File: config.mk
export PLATFORM = sky130hd
export DESIGN_NAME = sprite_slot_scheduler
export DESIGN_NICKNAME = d
export VERILOG_FILES = /design/src/rtl/sprite_slot_scheduler_pkg.sv /design/src/rtl/sprite_slot_scheduler_slot_pick.sv /design/src/rtl/sprite_slot_scheduler.sv
export SDC_FILE = /design/constraint.sdc
export NUM_CORES = 1
export LEC_CHECK = 0
export ABC_AREA = 1
export BUFFER_PORTS_ARGS = -buffer_cell sky130_fd_sc_hd__buf_2
export CAP_MARGIN = 20
export CORE_AREA = 2 2 90 136
export CTS_BUF_LIST = sky130_fd_sc_hd__clkbuf_4
export CTS_CLUSTER_DIAMETER = 150
export DETAILED_ROUTE_END_ITERATION = 8
export DIE_AREA = 0 0 92 138
export GPL_TIMING_DRIVEN = 0
export HOLD_SLACK_MARGIN = 0.12
export SETUP_SLACK_MARGIN = 0.05
export SLEW_MARGIN = 20
export SYNTH_ARGS = -nofsm -noshare
export SYNTH_HDL_FRONTEND = slang
export SYNTH_SLANG_ARGS = --single-unit
File: constraint.sdc
create_clock -name game_clk -period 2.08 [get_ports game_clk]
set_input_delay 0.104 -clock game_clk [delete_from_list [all_inputs] [get_ports game_clk]]
set_output_delay 0.104 -clock game_clk [all_outputs]
set_load 0.005 [all_outputs]
File: src/rtl/sprite_slot_scheduler_pkg.sv
// Shared game-level encodings, screen/sprite geometry and small helpers
// used by the sprite slot scheduler and its sub-blocks.
package sprite_slot_scheduler_pkg;

    typedef enum logic [1:0] {
        GAME_INIT  = 2'd0,
        GAME_START = 2'd1,
        GAME_END   = 2'd2,
        GAME_RESET = 2'd3
    } game_state_e;

    typedef enum logic [1:0] {
        ST_IDLE   = 2'd0,
        ST_RUN    = 2'd1,
        ST_FREEZE = 2'd2,
        ST_CLEAR  = 2'd3
    } sched_state_e;

    localparam int WINDOW_WIDTH  = 640;
    localparam int SPRITE_WIDTH  = 52;
    localparam int SPRITE_HEIGHT = 44;
    localparam int POS_W         = 11;

    // Number of set bits in an up-to-8-bit slot mask.
    function automatic logic [3:0] popcount8(input logic [7:0] v);
        logic [3:0] n;
        n = 4'd0;
        for (int i = 0; i < 8; i++) begin
            n = n + {3'd0, v[i]};
        end
        return n;
    endfunction

endpackage

File: src/rtl/sprite_slot_scheduler_slot_pick.sv
// Combinational free-slot finder: scans the free mask starting at i_start,
// wrapping around, and returns the first free index plus a found flag.
module sprite_slot_scheduler_slot_pick #(
    parameter int NUM_SLOTS = 3,
    parameter int IDX_W     = 2
) (
    input  logic [NUM_SLOTS-1:0] i_free,
    input  logic [IDX_W-1:0]     i_start,
    output logic [IDX_W-1:0]     o_idx,
    output logic                 o_found
);

    logic [IDX_W:0] w_pos;
    logic           w_hit;

    // One extra bit on the position keeps start+offset from overflowing before the wrap.
    always_comb begin
        o_found = 1'b0;
        o_idx   = '0;
        w_pos   = '0;
        w_hit   = 1'b0;
        for (int k = 0; k < NUM_SLOTS; k++) begin
            w_pos   = {1'b0, i_start} + (IDX_W+1)'(k);
            w_pos   = (w_pos >= (IDX_W+1)'(NUM_SLOTS)) ? (w_pos - (IDX_W+1)'(NUM_SLOTS)) : w_pos;
            w_hit   = !o_found && i_free[w_pos[IDX_W-1:0]];
            o_idx   = w_hit ? w_pos[IDX_W-1:0] : o_idx;
            o_found = o_found | w_hit;
        end
    end

endmodule

File: src/rtl/sprite_slot_scheduler.sv
// Sprite slot scheduler: spawns, scrolls and retires background sprite slots.
// Optional SLOT_ROUND_ROBIN_EN: free-slot search rotates from the slot after the last spawn.
module sprite_slot_scheduler
    import sprite_slot_scheduler_pkg::*;
#(
    parameter int NUM_SLOTS   = 3,
    parameter int MIN_GAP     = 150,
    parameter int SKIP_THRESH = 10,
    parameter int SKIP_RELOAD = 80,
    parameter int FULL_RELOAD = 50,
    parameter int SPAWN_X     = WINDOW_WIDTH + SPRITE_WIDTH,
    parameter int Y_BASE      = 240
) (
    input  logic                         game_clk,
    input  logic                         rst,
    input  logic                         i_tick,
    input  logic [1:0]                   i_game_state,
    input  logic [6:0]                   i_rand_val,
    input  logic                         i_spawn_req,
    output logic [NUM_SLOTS-1:0]         o_slot_en,
    output logic [POS_W*NUM_SLOTS-1:0]   o_slot_xpos,
    output logic [POS_W*NUM_SLOTS-1:0]   o_slot_ypos,
    output logic                         o_spawn_ack,
    output logic                         o_spawn_skip,
    output logic                         o_spawn_full,
    output logic [3:0]                   o_active_cnt
);

    localparam int IDX_W = (NUM_SLOTS > 1) ? $clog2(NUM_SLOTS) : 1;

    sched_state_e         r_state;
    logic [7:0]           r_gap_cnt;
    logic [NUM_SLOTS-1:0] r_slot_en;
    logic [POS_W-1:0]     r_xpos [NUM_SLOTS];
    logic [POS_W-1:0]     r_ypos [NUM_SLOTS];
    logic                 r_spawn_ack;
    logic                 r_spawn_skip;
    logic                 r_spawn_full;

    logic [IDX_W-1:0]     w_start;
    logic [IDX_W-1:0]     w_pick_idx;
    logic                 w_pick_found;
    logic                 w_gap_met;
    logic                 w_skip;
    logic                 w_clear;
    logic [POS_W-1:0]     w_spawn_y;

`ifdef SLOT_ROUND_ROBIN_EN
    logic [IDX_W-1:0]     r_rr_ptr;
    assign w_start = r_rr_ptr;
`else
    assign w_start = '0;
`endif

    // Free mask comes from the pre-tick enables, so a slot retiring this tick is not reused.
    sprite_slot_scheduler_slot_pick #(
        .NUM_SLOTS (NUM_SLOTS),
        .IDX_W     (IDX_W)
    ) u_slot_pick (
        .i_free  (~r_slot_en),
        .i_start (w_start),
        .o_idx   (w_pick_idx),
        .o_found (w_pick_found)
    );

    assign w_gap_met = r_gap_cnt > 8'(MIN_GAP);
    assign w_skip    = i_rand_val < 7'(SKIP_THRESH);
    assign w_spawn_y = POS_W'(Y_BASE) - {4'd0, i_rand_val};
    assign w_clear   = (i_game_state == GAME_RESET) ||
                       ((r_state != ST_RUN) && (r_state != ST_FREEZE));

    // Scheduler FSM with registered slot state and one-cycle status pulses.
    always_ff @(posedge game_clk or posedge rst) begin
        if (rst) begin
            r_state      <= ST_IDLE;
            r_gap_cnt    <= 8'd0;
            r_slot_en    <= '0;
            r_spawn_ack  <= 1'b0;
            r_spawn_skip <= 1'b0;
            r_spawn_full <= 1'b0;
            for (int i = 0; i < NUM_SLOTS; i++) begin
                r_xpos[i] <= '0;
                r_ypos[i] <= '0;
            end
`ifdef SLOT_ROUND_ROBIN_EN
            r_rr_ptr     <= '0;
`endif
        end else begin
            r_spawn_ack  <= 1'b0;
            r_spawn_skip <= 1'b0;
            r_spawn_full <= 1'b0;

            if (w_clear) begin
                r_gap_cnt <= 8'd0;
                r_slot_en <= '0;
                for (int i = 0; i < NUM_SLOTS; i++) begin
                    r_xpos[i] <= '0;
                    r_ypos[i] <= '0;
                end
`ifdef SLOT_ROUND_ROBIN_EN
                r_rr_ptr  <= '0;
`endif
            end else if ((r_state == ST_RUN) && i_tick) begin
                for (int i = 0; i < NUM_SLOTS; i++) begin
                    if (r_slot_en[i]) begin
                        if (r_xpos[i] == 11'd0) r_slot_en[i] <= 1'b0;
                        else                    r_xpos[i]    <= r_xpos[i] - 11'd1;
                    end
                end
                if (!w_gap_met) begin
                    if (r_gap_cnt != 8'hFF) r_gap_cnt <= r_gap_cnt + 8'd1;
                end else if (i_spawn_req) begin
                    if (!w_pick_found) begin
                        r_gap_cnt    <= 8'(FULL_RELOAD);
                        r_spawn_full <= 1'b1;
                    end else if (w_skip) begin
                        r_gap_cnt    <= 8'(SKIP_RELOAD);
                        r_spawn_skip <= 1'b1;
                    end else begin
                        r_slot_en[w_pick_idx] <= 1'b1;
                        r_xpos[w_pick_idx]    <= POS_W'(SPAWN_X);
                        r_ypos[w_pick_idx]    <= w_spawn_y;
                        r_gap_cnt             <= 8'd0;
                        r_spawn_ack           <= 1'b1;
`ifdef SLOT_ROUND_ROBIN_EN
                        r_rr_ptr <= (w_pick_idx == IDX_W'(NUM_SLOTS-1)) ? '0 : (w_pick_idx + IDX_W'(1));
`endif
                    end
                end
            end

            if (i_game_state == GAME_RESET) begin
                r_state <= ST_CLEAR;
            end else begin
                case (r_state)
                    ST_IDLE:   if (i_game_state == GAME_START) r_state <= ST_RUN;
                    ST_RUN:    if (i_game_state == GAME_END)   r_state <= ST_FREEZE;
                    ST_FREEZE: if (i_game_state == GAME_START) r_state <= ST_RUN;
                    default:   r_state <= ST_IDLE;
                endcase
            end
        end
    end

    genvar g;
    generate
        for (g = 0; g < NUM_SLOTS; g++) begin : g_pos
            assign o_slot_xpos[POS_W*g +: POS_W] = r_xpos[g];
            assign o_slot_ypos[POS_W*g +: POS_W] = r_ypos[g];
        end
    endgenerate

    assign o_slot_en    = r_slot_en;
    assign o_spawn_ack  = r_spawn_ack;
    assign o_spawn_skip = r_spawn_skip;
    assign o_spawn_full = r_spawn_full;
    assign o_active_cnt = popcount8(8'(r_slot_en));

endmodule
* After elaboration in Yosys (flattened, before gate mapping)
Cells that the tools add are included.
Operators by class: add/subtract/negate cells 7, $mul 0, div/mod/pow operators 0, $lt $le $gt $ge 6, eq/ne operators 12, shift operators 0, multiplexer cells 77, bitwise operators 8, reduce and logical (&&, ||, !) cells 22
Operators with widths (number):
- $mux 33 | 12
- $mux 11 | 13
- $mux 8 | 5
- $bwmux 33 | 1
- $logic_not 11->1 | 3
- $sub 11x1->11 const B | 3
- $mux 1 | 31
- $demux 11 s2 | 1
- $and 18x18->18 | 1
- $mux 3 | 6
- $not 18->18 | 1
- $or 15x15->15 | 1
- $mux 7 | 2
- $sub 8x7->9 const A | 1
- $add 8x1->8 const B | 1
- $gt 8x8->1 const B | 1
- $mux 2 | 4
- $ne 8x8->1 const B | 1
- $reduce_bool 2->1 | 4
- $lt 7x4->1 const B | 1
- $eq 2x2->1 const B | 3
- $logic_and 1x1->1 | 6
- $ne 3x2->1 const B | 2
- $reduce_and 5->1 | 1
- other kinds (23) | 27
Storage, ports and cells: register bits 82, bits in latches 0, RAM bits 0, ROM bits 0, bits of input ports 13, output and inout bits 76, word-level logic and storage cells 144, memories kept 0

* Depth between registers and ports, before layout
depth in word-level cells 20, depth in mapped cells 11, gate-level depth less buffers 11

* Modules after synthesis
A second synthesis with hierarchy kept.
Second synthesis, totals: cells, all modules 683, area, all modules 4805.9 um^2
Modules (own cells, without submodules):
- sprite_slot_scheduler | times used 1, cells an instance 632, area an instance 4565.6 um^2, seq. area each 1826.8 um^2
- sprite_slot_scheduler_slot_pick | times used 1, cells an instance 51, area an instance 240.2 um^2, seq. area each 0.0 um^2

* Worst setup path after synthesis
Ideal clock, no wire load.
path type register -> register, from reg r_state[0], to reg r_xpos (netlist bit o_slot_xpos[18]), setup time 0.066 ns, arrival 1.522 ns, required time 2.014 ns, path slack 0.492 ns, stages on the path, launching flop included 9, buffers on the path 2, period minus slack after synthesis 1.588 ns, path through dfrtp_1 -> inv_1 -> ha_1 -> nand2_1 -> nor2_1 -> buf_4 -> clkbuf_1 -> nand3_1 -> nand2_1
Between the ends: cells in the longest elaborated chain, start to end 4, elaborated cells between the ends (all ways) 8, those cells by class 3 x eq/ne; 1 x mux; 4 x reduce/logical
Ends and longest elaborated chain:
- from (decl) | line sprite_slot_scheduler.sv:31 | sched_state_e r_state;
- from (signal assigned) | line sprite_slot_scheduler.sv:75 | r_state <= ST_IDLE;
- from (signal assigned) | line sprite_slot_scheduler.sv:133 | r_state <= ST_CLEAR;
- from (signal assigned) | line sprite_slot_scheduler.sv:136 | ST_IDLE: if (i_game_state == GAME_START) r_state <= ST_RUN;
- $ne 2x1->1 / $ne 2x2->1 (equally long branches) | line sprite_slot_scheduler.sv:70 | ((r_state != ST_RUN) && (r_state != ST_FREEZE));
- $logic_and 1x1->1 | line sprite_slot_scheduler.sv:70
- $logic_or 1x1->1 | line sprite_slot_scheduler.sv:69 | assign w_clear = (i_game_state == GAME_RESET) ||
- $mux 33 / $reduce_bool 2->1 (equally long branches)
- to (signal, indexed assignment) | line sprite_slot_scheduler.sv:107 | else r_xpos[i] <= r_xpos[i] - 11'd1;
- to (signal, indexed assignment) | line sprite_slot_scheduler.sv:121 | r_xpos[w_pick_idx] <= POS_W'(SPAWN_X);
- to (decl) | line sprite_slot_scheduler.sv:34 | logic [POS_W-1:0] r_xpos [NUM_SLOTS];
Parallel ways exist; a longest one is shown, timed or not. A chain may end at the register's enable or synchronous reset.

* Worst setup path after layout
from reg r_state[0], to reg r_xpos (netlist bit o_slot_xpos[6])
The elaborated chain is that of the path after synthesis.

==> flow_summary.toml <==
[sta]
period_minus_slack_ns = 1.86
slew_violations = 0
tightest_slew_ns = 0.516
fin_crit_sh_pct = 89.4
slew_headroom_pct = 65.6
layout_setup_ws_ns = 0.220
setup_violations = 0
rsz0062_at_grt = "false"
clock_skew_ns = 0.0160
fmax_ghz = 0.538
hold_violations = 0

[synth]
netlist_area_sq_um = 4540
avgSynthCellArea_sq_um = 7.13
synth_edf_count = 0
yosys_warnings = 0
seq_area_frac_synth_pct = 40.3
synthArstFlopShare_pct = 100
synth_ff_type = "dfrtp_1"
ys_ff_latch = 73
synth_cells = 636
yosysUniqueCellTypes = 36

[floorplanning]
die_area_sq_um = 12700
core.rowCount = 49
coreArea_sq_um = 11600
start_util_pct = 38.9
die_h_um = 138
pin_count = 89
die_x_um = 92

[run]
max-cap-violations = 0

[route]
wl_met1_mm = 4.86
route.met3.wl_um = 609
dr_wl_met2_mm = 6.24
drt_iter0_markers = 227
wl_per_cell_um = 13.1
wirelength_mm = 11.9
num_vias = 4452
drc_errors = 0
drtAntennaViolNets = 0
top_layer = "met4"
via_per_inst = 4.90
dr.pass1.iters = 5

[setup_path]
worstPathMaxFanout = 10
crit_arrival_ns = 2.19
endpoint_kind = "register"
critPathLaunchType = "register"
cp.required_ns = 2.41
path_class = "reg2reg"

[pwr]
p_leak_nw = 3.18
p_clk_share_pct = 27.8
p_int_mw = 2.29
p_sw_share_pct = 39.2
pwr-share-comb_pct = 32.7
p_sw_mw = 1.48
powerDensity_nw_per_um2 = 684
p_seq_share_pct = 39.5
ir_worst_vdd_v = 0.000473

[grt]
grt_max_degree = 48
grt_usage_pct = 19.5
gr-total-overflow = 0
grt_pass1_vias = 4236
grt_pass1_wl_mm = 20.2
antenna_found_initial = 1

[min_path]
hold_path_class = "in2reg"

[final_layout]
syn_to_final_growth_pct = 21.4
finish.net_count = 774
stdcell_area_sq_um = 5510
drive_gt1_share_pct = 19.5

[cts]
cts_buffers = 9
cts_tree = "done"
cts.clk_slew.worst_paths_ns = 0.13
worstSkewPairLatency_ns = 0.44
clock_sinks = 73
cts_buffer_depth = 2
cts_root_buffer = "clkbuf_4"
h-tree-depth = 3

[place]
dp_hpwl_mm = 9.08
portBuffers = 77
pre_cts_ws_ns = -0.0227
dpl_cell_area_sq_um = 5180
gp_routability_congestion = 0.918

[run_status]
outcome = "completed"
[through the flow]
| step | utilization [%] | hold WS (ns) | power, mW | instances | TNS (ns) |
|---|---|---|---|---|---|
| final | 47.3 | 0.158 | 3.77 | 908 | 0 |
| after global routing | 47.3 | 0.147 | 4.01 | 908 | 0 |
| after CTS | 46.9 | 0.122 | 3.69 | 904 | 0 |
| after detailed placement | 44.5 | 0.124 | 2.60 | 877 | -0.0784 |
| after global placement | 44.2 | 0.406 | 2.58 | 876 | -68.72 |
| after floorplan | - | 0.221 | 2.23 | 646 | 0 |
[repair_timing]
item	4_1_cts	5_1_grt
setup endpoints to repair	20	40
gates resized for setup	3	9
hold endpoints to repair	95	0
pin swaps	0	2
buffers inserted	0	3
hold buffers	11	0
[cell families (layout without fill, tap and decap cells)]
kind of cell	after synthesis	after routing	synth area share, %
other	1	12	0.0827
buffers and inverters	97	205	9.43
adder cells (fa/ha/maj)	12	12	3.47
AND/OR/NAND/NOR	408	408	40.4
flip-flops	73	73	40.3
XOR/XNOR	12	12	2.32
AO/OA/AOI/OAI	33	33	4.03
[Yosys cell counts (6+ instances only)]
library cell | n | area (sq um)
dfrtp_1 | 73 | 1830
ha_1 | 11 | 138
inv_1 | 67 | 251
nand4_1 | 16 | 100
xor2_1 | 9 | 78.8
nor2_1 | 79 | 297
o21ai_0 | 17 | 85.1
nand2_1 | 201 | 754
nand3_1 | 77 | 385
buf_4 | 14 | 105
nand2_2 | 7 | 43.8
nor3_1 | 6 | 30.0
[area by class of cell]
class | instances | area [sq um]
Antenna cell | 1 | 2.50
Buffer | 24 | 166
Clock buffer | 9 | 67.6
Clock inverter | 7 | 95.1
Fill cell | 1222 | 6140
Inverter | 73 | 282
Multi-Input combinational cell | 476 | 2330
Sequential cell | 73 | 1830
Tap cell | 153 | 191
Timing Repair Buffer | 92 | 546
[power groups by stage]
| stage | Combinational (mW) | Sequential [mW] | Clock [mW] |
|---|---|---|---|
| 2_1_floorplan | 0.720 | 1.51 | 0 |
| 3_3_place_gp | 1.07 | 1.52 | 0 |
| 3_5_place_dp | 1.08 | 1.52 | 0 |
| 4_1_cts | 1.12 | 1.49 | 1.08 |
| 5_1_grt | 1.37 | 1.50 | 1.14 |
| 6_report | 1.23 | 1.49 | 1.05 |
[worst max-delay path, stage by stage (launching register included)]
cell	delay [ns]
dfrtp_1	0.39
buf_4	0.14
ha_1	0.22
nand2_1	0.16
inv_1	0.14
nor2_4	0.16
inv_2	0.12
buf_4	0.20
nand3_1	0.09
nand2_1	0.05
nand2_1	0.06
nor2_1	0.04
[worst paths after layout]
kind	startpoint	to	slack, ns	depth (start not counted)
worst max register to register	r_state[0]$_DFFE_PP0P_	o_slot_xpos[6]$_DFFE_PP0N_	0.22	11
worst min register to register	o_slot_ypos[3]$_DFFE_PP0P_	o_slot_ypos[3]$_DFFE_PP0P_	0.51	2
worst max-delay path	r_state[0]$_DFFE_PP0P_	o_slot_xpos[6]$_DFFE_PP0N_	0.22	11
max in group asynchronous	rst	o_spawn_skip$_DFF_PP0_	1.33	4
min in group asynchronous	rst	o_slot_ypos[12]$_DFFE_PP0P_	0.18	3
worst min-delay path	i_rand_val[1]	o_slot_ypos[12]$_DFFE_PP0P_	0.16	5
[flip-flops by register name (all words and copies together), names as in the netlist]
register,cells
o_slot_en,3
o_slot_xpos,33
o_slot_ypos,24
o_spawn_ack,1
o_spawn_full,1
o_spawn_skip,1
r_gap_cnt,8
r_state,2
[routing by layer]
layer	vias to the layer above	track usage [%]
li1	2228	-
met1	2081	22.9
met2	125	35.3
met3	18	3.92
met4	0	6.36
met5	-	0
[cell usage in the layout (no fill, tap or decap), types with 2 or more instances in the layout]
| cell | Yosys | final |
|---|---|---|
| nand3b_1 | 4 | 4 |
| buf_4 | 14 | 17 |
| inv_2 | 4 | 4 |
| conb_1 | 1 | 11 |
| buf_2 | 5 | 80 |
| a22oi_1 | 2 | 2 |
| clkinv_2 | 0 | 2 |
| inv_1 | 67 | 66 |
| dlygate4sd3_1 | 0 | 11 |
| dfrtp_1 | 73 | 73 |
| o21ai_1 | 4 | 4 |
| nand4_1 | 16 | 16 |
| xor2_1 | 9 | 9 |
| clkbuf_4 | 0 | 10 |
| nor2_8 | 2 | 2 |
| or2_2 | 2 | 2 |
| nor3_1 | 6 | 6 |
| nand3_1 | 77 | 77 |
| buf_1 | 3 | 2 |
| o21ai_0 | 17 | 17 |
| buf_6 | 0 | 2 |
| nand2_1 | 201 | 200 |
| nand3_4 | 3 | 3 |
| ha_1 | 11 | 11 |
| nor4_1 | 2 | 2 |
| nor2_2 | 4 | 2 |
| a21oi_1 | 5 | 5 |
| o21bai_1 | 3 | 3 |
| nand2_4 | 2 | 2 |
| nor2_1 | 79 | 79 |
| xnor2_1 | 3 | 3 |
| nand2_2 | 7 | 8 |
| clkinv_4 | 1 | 3 |
| bufinv_16 | 0 | 2 |
| o211ai_1 | 2 | 2 |
| nor2_4 | 0 | 2 |
(Power assumes the default switching activity.)
